===== config.mk =====
export PLATFORM = sky130hd
export DESIGN_NAME = adc_decimator
export DESIGN_NICKNAME = d
export VERILOG_FILES = /design/src/rtl/adc_decimator.sv
export SDC_FILE = /design/constraint.sdc
export NUM_CORES = 1
export LEC_CHECK = 0
export BUFFER_PORTS_ARGS = -buffer_cell sky130_fd_sc_hd__buf_2
export CORE_MARGIN = 5
export CORE_UTILIZATION = 59
export CTS_CLUSTER_SIZE = 16
export DETAILED_ROUTE_END_ITERATION = 10
export PLACE_DENSITY = 0.79
export SKIP_CTS_REPAIR_TIMING = 1
export SYNTH_ARGS = -nofsm -noshare
export SYNTH_HDL_FRONTEND = slang
export SYNTH_SLANG_ARGS = --single-unit

===== constraint.sdc =====
create_clock -name clk -period 3 [get_ports clk]
set_input_delay 0.45 -clock clk [delete_from_list [all_inputs] [get_ports clk]]
set_output_delay 0.45 -clock clk [all_outputs]
set_load 0.01 [all_outputs]

===== src/rtl/adc_decimator.sv =====
// Boxcar decimator: sums 2**LOG2_RATE servo words per output and queues the sums in a
// show-ahead FIFO drained over valid/ready. Optional drop counter: ADC_DECIM_DROP_COUNT_EN.
module adc_decimator #(
    parameter int IN_BITS    = 10,
    parameter int LOG2_RATE  = 6,
    parameter int FIFO_DEPTH = 4,
    localparam int OUT_BITS  = IN_BITS + LOG2_RATE,
    localparam int LVL_BITS  = $clog2(FIFO_DEPTH) + 1
) (
    input  logic                clk,
    input  logic                rst,
    input  logic                enable,
    input  logic [IN_BITS-1:0]  sample_in,
    input  logic                sample_en,
    output logic [OUT_BITS-1:0] out_data,
    output logic                out_valid,
    input  logic                out_ready,
    output logic [LVL_BITS-1:0] fifo_level,
`ifdef ADC_DECIM_DROP_COUNT_EN
    output logic [7:0]          drop_count,
`endif
    output logic                overflow
);

    localparam int PTR_BITS = LVL_BITS - 1;

    logic [OUT_BITS-1:0]  acc;
    logic [LOG2_RATE-1:0] phase;
    logic [OUT_BITS-1:0]  acc_sum;
    logic                 last;
    logic                 push;
    logic                 pop;
    logic                 full;
    logic                 wr_ok;
    logic                 drop;

    logic [OUT_BITS-1:0]  mem [FIFO_DEPTH];
    logic [PTR_BITS-1:0]  wr_ptr;
    logic [PTR_BITS-1:0]  rd_ptr;

    assign acc_sum = acc + OUT_BITS'(sample_in);
    assign last    = (phase == {LOG2_RATE{1'b1}});
    assign push    = enable && sample_en && last;
    assign pop     = out_valid && out_ready;
    assign full    = (fifo_level == LVL_BITS'(FIFO_DEPTH));
    // A pop in the same cycle frees the slot, so a full FIFO only drops when not draining.
    assign wr_ok   = push && (!full || pop);
    assign drop    = push && full && !pop;

    assign out_valid = (fifo_level != '0);
    assign out_data  = out_valid ? mem[rd_ptr] : '0;

    always_ff @(posedge clk or posedge rst) begin
        if (rst) begin
            acc   <= '0;
            phase <= '0;
        end else if (!enable) begin
            acc   <= '0;
            phase <= '0;
        end else if (sample_en) begin
            if (last) begin
                acc   <= '0;
                phase <= '0;
            end else begin
                acc   <= acc_sum;
                phase <= phase + LOG2_RATE'(1);
            end
        end
    end

    always_ff @(posedge clk or posedge rst) begin
        if (rst) begin
            wr_ptr     <= '0;
            rd_ptr     <= '0;
            fifo_level <= '0;
            overflow   <= 1'b0;
        end else begin
            overflow <= drop;
            if (wr_ok) begin
                wr_ptr <= wr_ptr + PTR_BITS'(1);
            end
            if (pop) begin
                rd_ptr <= rd_ptr + PTR_BITS'(1);
            end
            if (wr_ok && !pop) begin
                fifo_level <= fifo_level + LVL_BITS'(1);
            end else if (!wr_ok && pop) begin
                fifo_level <= fifo_level - LVL_BITS'(1);
            end
        end
    end

    always_ff @(posedge clk) begin
        if (wr_ok) begin
            mem[wr_ptr] <= acc_sum;
        end
    end

`ifdef ADC_DECIM_DROP_COUNT_EN
    always_ff @(posedge clk or posedge rst) begin
        if (rst) begin
            drop_count <= '0;
        end else if (drop && (drop_count != 8'hFF)) begin
            drop_count <= drop_count + 8'd1;
        end
    end
`endif

endmodule


# Word level (Yosys, flattened, before mapping)
# Memories as Yosys holds them, arrays and structs flattened.
# Cells that the tools add are included.
[word_totals] ff_bits=30 ram_bits=64 inputBits=15 mem_count=1
[mem_list] memory="mem" depth=4 word_bits=16 read_ports=1 rd_ports_with_merged_regs=0 wr=1 line_no="37" rtl="logic [OUT_BITS-1:0] mem [FIFO_DEPTH];"
[op_classes] addsub=6 eq_ne=3 mux=11 n_reduce_logical=14
[ops] operator="2-to-1 mux 16 bit" count=4
[ops] operator="2-to-1 mux 6 bit" count=3
[ops] operator="adder 16 x 10 -> 16 bit" count=1
[ops] operator="logical AND 1 bit" count=8
[ops] operator="adder 6 x 1 -> 6 bit (second input constant)" count=1
[ops] operator="== test 6 bit (second input constant)" count=1
[ops] operator="2-to-1 mux 3 bit" count=2
[ops] operator="adder 2 x 1 -> 2 bit (second input constant)" count=2
[ops] operator="adder 3 x 1 -> 3 bit (second input constant)" count=1
[ops] operator="== test 3 bit (second input constant)" count=1
[ops] operator="logical NOT 1 bit" count=3
[ops] operator="nonzero test 3 bit" count=1
[ops] operator="subtractor 3 x 1 -> 3 bit (second input constant)" count=1
[ops] operator="2-to-1 mux 1 bit" count=2
[ops] operator="inequality test 2 x 1 -> 1 bit (second input constant)" count=1
[ops] operator="nonzero test 2 bit" count=1
[ops] operator="logical OR 1 bit" count=1

# Longest topological paths before layout
# Gate-level depths: netlist of the first run.
[logic_depth] ltp_word=8 ltp_mapped=10 depth_no_buf=10

# Least setup slack after synthesis of the first run
# Ideal clock, no wire load.
[synth_timing] path_type="register -> register" startpoint="reg phase[0]" endpoint="reg fifo_level[2]" setup_ns=0.079 t_arrival_ns=2.236 slack_ns=0.685 path_stages_with_launch=11 n_path_buf=0 period_less_slack_ns=2.315 path_cell_list="dfrtp_1 > ha_1 > and3_1 > nand3_1 > nor3_2 > ha_1 > inv_1 > fa_1 > xor2_1 > nor2_1 > xor2_1"
[synth_via] elab_chain_cells=6 elab_cells_between_ends=8
[synth_rtl] element="start: declaration" line_no="28" rtl="logic [LOG2_RATE-1:0] phase;"
[synth_rtl] element="start signal: assignment" line_no="66" rtl="phase <= phase + LOG2_RATE'(1);"
[synth_rtl] element="== test 6 bit (*)" line_no="42" rtl="assign last = (phase == {LOG2_RATE{1'b1}});"
[synth_rtl] element="logical AND 1 bit (*)" line_no="43" rtl="assign push = enable && sample_en && last;"
[synth_rtl] element="logical AND 1 bit (*)" line_no="47" rtl="assign wr_ok = push && (!full || pop);"
[synth_rtl] element="named net wr_ok" line_no="34" rtl="logic wr_ok;"
[synth_rtl] element="logical NOT 1 bit" line_no="87" rtl="end else if (!wr_ok && pop) begin"
[synth_rtl] element="logical AND 1 bit" line_no="87"
[synth_rtl] element="nonzero test 2 bit (no source line)"
[synth_rtl] element="end signal: assignment" line_no="86" rtl="fifo_level <= fifo_level + LVL_BITS'(1);"
[synth_rtl] element="end signal: assignment" line_no="88" rtl="fifo_level <= fifo_level - LVL_BITS'(1);"
[synth_rtl] element="end: declaration" line_no="18" rtl="output logic [LVL_BITS-1:0] fifo_level,"
# The timed path passes the listed nets; every way through them passes the cells marked *.
# A chain may end at the register's enable or synchronous reset.

# Worst setup path after layout of the first run
# Ends and elaborated chain as after synthesis.

==> results of run 1 <==
registers in the layout, indices dropped and copies added (netlist names):
name,flops
mem,64
overflow,1
rd_ptr,2
fifo_level,3
wr_ptr,2
phase,6
acc,16
cell usage after synthesis (8+ instances only):
| cell | instances |
|---|---|
| xor2_1 | 8 |
| ha_1 | 16 |
| dfrtp_1 | 30 |
| and2_1 | 22 |
| nand3_1 | 8 |
| mux4_2 | 16 |
| a22o_1 | 11 |
| xnor2_1 | 14 |
| edfxtp_1 | 64 |
| a21oi_1 | 8 |
| nand2_1 | 18 |
where the power goes:
| part | total (mW) | internal, mW | switching [mW] |
|---|---|---|---|
| clock | 0.818 | 0.329 | 0.490 |
| combinational | 0.974 | 0.485 | 0.489 |
| sequential | 1.59 | 1.49 | 0.0959 |
| total | 3.38 | 2.31 | 1.07 |
per-layer routing:
| layer | GRT usage | wire length (microns) |
|---|---|---|
| met3 | 0.0281 | 224 |
| met4 | 0.0782 | 131 |
| met2 | 0.302 | 3640 |
| met1 | 0.255 | 3440 |
| met5 | 0 | 0 |
final timing paths:
| check | startpoint | cells past startpoint | to | slack (ps) |
|---|---|---|---|---|
| setup reg to reg | phase[0] | 10 | fifo_level[2] | 350 |
| min in group clk | enable | 2 | phase[2] | 360 |
| max in group asynchronous | rst | 3 | acc[9] | 2550 |
| hold reg to reg | fifo_level[2] | 1 | fifo_level[2] | 500 |
| setup / recovery | phase[0] | 10 | fifo_level[2] | 350 |
| hold / removal | rst | 3 | acc[1] | 150 |
cell usage in the layout (no fill, tap or decap), drive strengths merged, types with 3 or more instances in the layout:
master and count:
a21oi 9, a22o 11, a31oi 4, and2 22
and3 5, buf 43, clkbuf 9, dfrtp 30
edfxtp 64, ha 16, inv 12, mux4 16
nand2 18, nand3 8, nor2 7, nor2b 3
o21ai 13, o31ai 3, xnor2 14, xor2 8
stage by stage:
step                      instance area [sq um]  power [mW]
after floorplan                            4340        2.31
after global placement                     4650        2.59
after detailed placement                   4650        2.61
after CTS                                  4850        3.42
after global routing                       4850        3.58
final                                      4850        3.38
cell families (layout without fill, tap and decap cells):
kind of cell / count (synthesis) / count (layout)
mux: 17 / 17
flops: 94 / 94
simple gates: 73 / 73
xor+xnor: 22 / 22
fa+ha+maj: 18 / 18
buf+inv: 18 / 66
compound gates: 51 / 51
worst max-delay path, delay by kind of cell (launching register included):
kind	cells	cell delay [ps]
simple gates	4	960
flops	1	390
buf+inv	1	70
fa+ha+maj	3	850
xor+xnor	2	320
cell type report:
cell class,count,area share
clock buffers,9,0.0255
clock inverters,7,0.0150
inverters,7,0.00542
multi-input cells,181,0.329
flip-flops and latches,94,0.551
well taps,99,0.0255
repair buffers,43,0.0485
==> impl_metrics.ini, run 1 <==
[run_status]
status = finished, final reports clean

[yosys]
synth_area_leaders = edfxtp_1, dfrtp_1, mux4_2
synthesis.area_sq_mm = 0.00434
synth_area_leader_cell = edfxtp_1
seq_area_frac_synth = 0.616
synth_cell_type_count = 45
synth_top_family_by_area = simple AND/OR/NAND/NOR gates
synthArstFlopShare = 0.319
synth-edff-count = 64
syn_nets = 326
synthAdderAreaFrac = 0.0553
yosysTopAreaCellShare = 0.443
ys_ff_latch = 94
avgSynthCellArea_sq_um = 14.8
syn_inst = 293
ys.flop_type = edfxtp_1
synth-compound-area-share = 0.0899
synthXorXnorAreaFrac = 0.0444
yosysWarnings = 0
yosys.area_share.simple = 0.0925
synth.mux.area_fraction = 0.0856

[routing]
firstDrtPassIters = 4
vias = 2470
via_per_inst = 5.61
drt_wl_total_microns = 7430
drtIter0Drc = 126
ant_nets = 0
drc = 0
wl_per_cell_microns = 16.9

[worst_hold_path]
hold_path_class = in2async

[global_routing]
grt_pass1_wl_microns = 12700
grt_pass1_vias = 2563
overflow = 0
grt_max_degree = 31
grt_usage = 0.187
antenna_found_initial = 0

[sta]
skew_ps = 11.1
maxSlewHeadroom = 0.420
timing.final.max_slew_violations = 0
fin_crit_sh = 0.882
worst_pin_slew_ps = 867
finalHoldViolCount = 0
period_minus_slack_ps = 2650
fin_ws_ps = 354
finalSetupTns_ps = 0
whs_ps = 147
rsz0062_at_grt = false
max_freq_ghz = 0.378
setup_viol = 0

[die]
core_sq_mm = 0.00721
die_x_microns = 95.8
initial_core_util = 0.602
fp.dieArea_sq_mm = 0.00917
io_pins = 36
fp.dieH_microns = 95.8
num_rows = 31

[place]
hpwl_microns = 5150
dp_cells = 424
finalWeightedCongestion = 0.807
pre_cts_ws_ps = 348
io_buffers = 35

[finish]
syn_to_final_growth_pct = 11.8
multi_input_area_sq_mm = 0.00160
num-fill-cells = 524
post-route-util = 0.672
fin_cells = 440
drive_above_1_share = 0.258
final_net_count = 369
seq_area_sq_mm = 0.00267
num_antenna_cells = 0

[critical_path]
arrival_ps = 2940
path_class = reg2reg
crit_required_ps = 3290
critPathMaxStageDelay_ps = 490
cp_max_fo = 8
crit_path_end_kind = register
cp_slowest_cell = nor3_2
cp_cell_sequence = ha_1 > and3_1 > nand3_1 > nor3_2 > ha_1 > inv_1 > fa_1 > xor2_1 > nor2_1 > xor2_1
setup.worst_path.start_class = register

[cts]
cts_tree = yes
htreeDepth = 3
cts_buffers = 9
clk_latency_ps = 360
root_buffer = clkbuf_8
clk_pin_slew_ps = 100
clockBufferDepth = 2
cts.sinks = 94

[power_and_ir_drop]
p_leak_nw = 1.87
power_density_mw_per_mm2 = 697
peakVddDrop_v = 0.000292

[flow_run]
maxCapViolations = 0
Power figures use the tool's default switching activity.
==> run 2, diff against run 1 <==
CORE_UTILIZATION = 25   (was 59)
PLACE_DENSITY = default   (was 0.79)
==> run 2 against run 1 <==
Final cell count rose by 29%; sequential power shrank 3%; power increased by 8.1%; sequential share of layout area down 2.6 points; core utilization shrank 38 points; largest power group unchanged; register-to-register slack improved by 20 ps; die area is 120% higher.
==> impl_metrics.ini, run 2 (same netlist as run 1, synthesis figures left out) <==
[run_status]
status = finished, final reports clean

[worst_hold_path]
hold_path_class = in2async

[critical_path]
crit_path_end_kind = register
cp_cell_sequence = ha_1 > and3_1 > nand3_1 > nor3_2 > ha_1 > inv_1 > fa_1 > xor2_1 > nor2_1 > xor2_1
critPathMaxStageDelay_ps = 450
crit_required_ps = 3250
arrival_ps = 2870
setup.worst_path.start_class = register
path_class = reg2reg
cp_max_fo = 8
cp_slowest_cell = nor3_2

[die]
die_x_microns = 142
core_sq_mm = 0.0172
fp.dieH_microns = 142
io_pins = 36
num_rows = 48
fp.dieArea_sq_mm = 0.0201
initial_core_util = 0.253

[cts]
cts_tree = yes
cts_buffers = 9
cts.sinks = 94
clockBufferDepth = 2
root_buffer = clkbuf_16
clk_latency_ps = 340
clk_pin_slew_ps = 70
htreeDepth = 3

[finish]
post-route-util = 0.297
final_cell_mix = edfxtp_1, buf_2, dfrtp_1, and2_1, nand2_1
syn_to_final_growth_pct = 17.4
largestRegisters = mem x64, acc x16, phase x6
regMostFlops = mem
drive_above_1_share = 0.254
final_net_count = 370
num-fill-cells = 1712
num_antenna_cells = 0
largest_reg_flops = 64
final_common_cell = edfxtp_1

[sta]
maxSlewHeadroom = 0.357
finalSetupTns_ps = 0
skew_ps = 11.9
fin_crit_sh = 0.874
timing.final.max_slew_violations = 0
rsz0062_at_grt = false
fin_ws_ps = 378
setup_viol = 0
max_freq_ghz = 0.381
period_minus_slack_ps = 2620
whs_ps = 204
finalHoldViolCount = 0
worst_pin_slew_ps = 962

[place]
io_buffers = 35
pre_cts_ws_ps = 377
hpwl_microns = 5900
finalWeightedCongestion = 0.862

[routing]
drtIter0Drc = 176
drt_wl_total_microns = 8480
ant_nets = 0
firstDrtPassIters = 4
wl_per_cell_microns = 14.9
vias = 2545
drc = 0
via_per_inst = 4.49

[power_and_ir_drop]
p_leak_nw = 1.91
power_density_mw_per_mm2 = 718
peakVddDrop_v = 0.000260
report.power.total_mw = 3.66

[flow_run]
maxCapViolations = 0

[global_routing]
grt_pass1_wl_microns = 14100
antenna_found_initial = 0
grt_usage = 0.0893
grt_pass1_vias = 2727
grt_max_degree = 31
overflow = 0
run 2: final timing paths:
kind / startpoint / end / slack [ps] / depth (start not counted)
max: phase[0] / fifo_level[2] / 380 / 10
min: rst / acc[2] / 200 / 3
max reg2reg: phase[0] / fifo_level[2] / 380 / 10
min reg2reg: acc[7] / acc[7] / 510 / 1
max in group asynchronous: rst / fifo_level[0] / 2490 / 3
min in group clk: enable / phase[2] / 380 / 2
run 2: worst max-delay path, delay by kind of cell, from the launching register on:
kind,cells,cell delay (ps)
buffers and inverters,1,70
flip-flops,1,380
XOR/XNOR,2,340
AND/OR/NAND/NOR,4,910
adder cells (fa/ha/maj),3,840
run 2: layout make-up:
class	count	area, sq um	area share
clock buffers	10	229	0.0450
clock inverters	6	45.0	0.00884
inverters	7	26.3	0.00516
multi-input cells	181	1600	0.313
flip-flops and latches	94	2670	0.525
well taps	225	282	0.0553
repair buffers	44	243	0.0477
run 2: per-stage QoR:
stage                     instance area, sq um  cells
final                                     5090    567
after global routing                      5090    567
after global placement                    4820    551
after floorplan                           4340    293
after CTS                                 5090    567
after detailed placement                  4820    551
run 2: where the power goes:
part,switching [mW],internal (mW),total [mW]
Sequential,0.0587,1.50,1.55
Combinational,0.558,0.491,1.05
Clock,0.484,0.568,1.05
Total,1.10,2.56,3.66
run 2: per-layer routing:
layer | wire [microns] | part of all wire | global-route usage | up-vias
met4 | 191 | 0.023 | 0.0444 | 0
met5 | 0 | 0 | 0 | -
met1 | 3780 | 0.45 | 0.110 | 1281
li1 | - | - | - | 1198
met2 | 4200 | 0.50 | 0.151 | 53
met3 | 296 | 0.035 | 0.0155 | 13
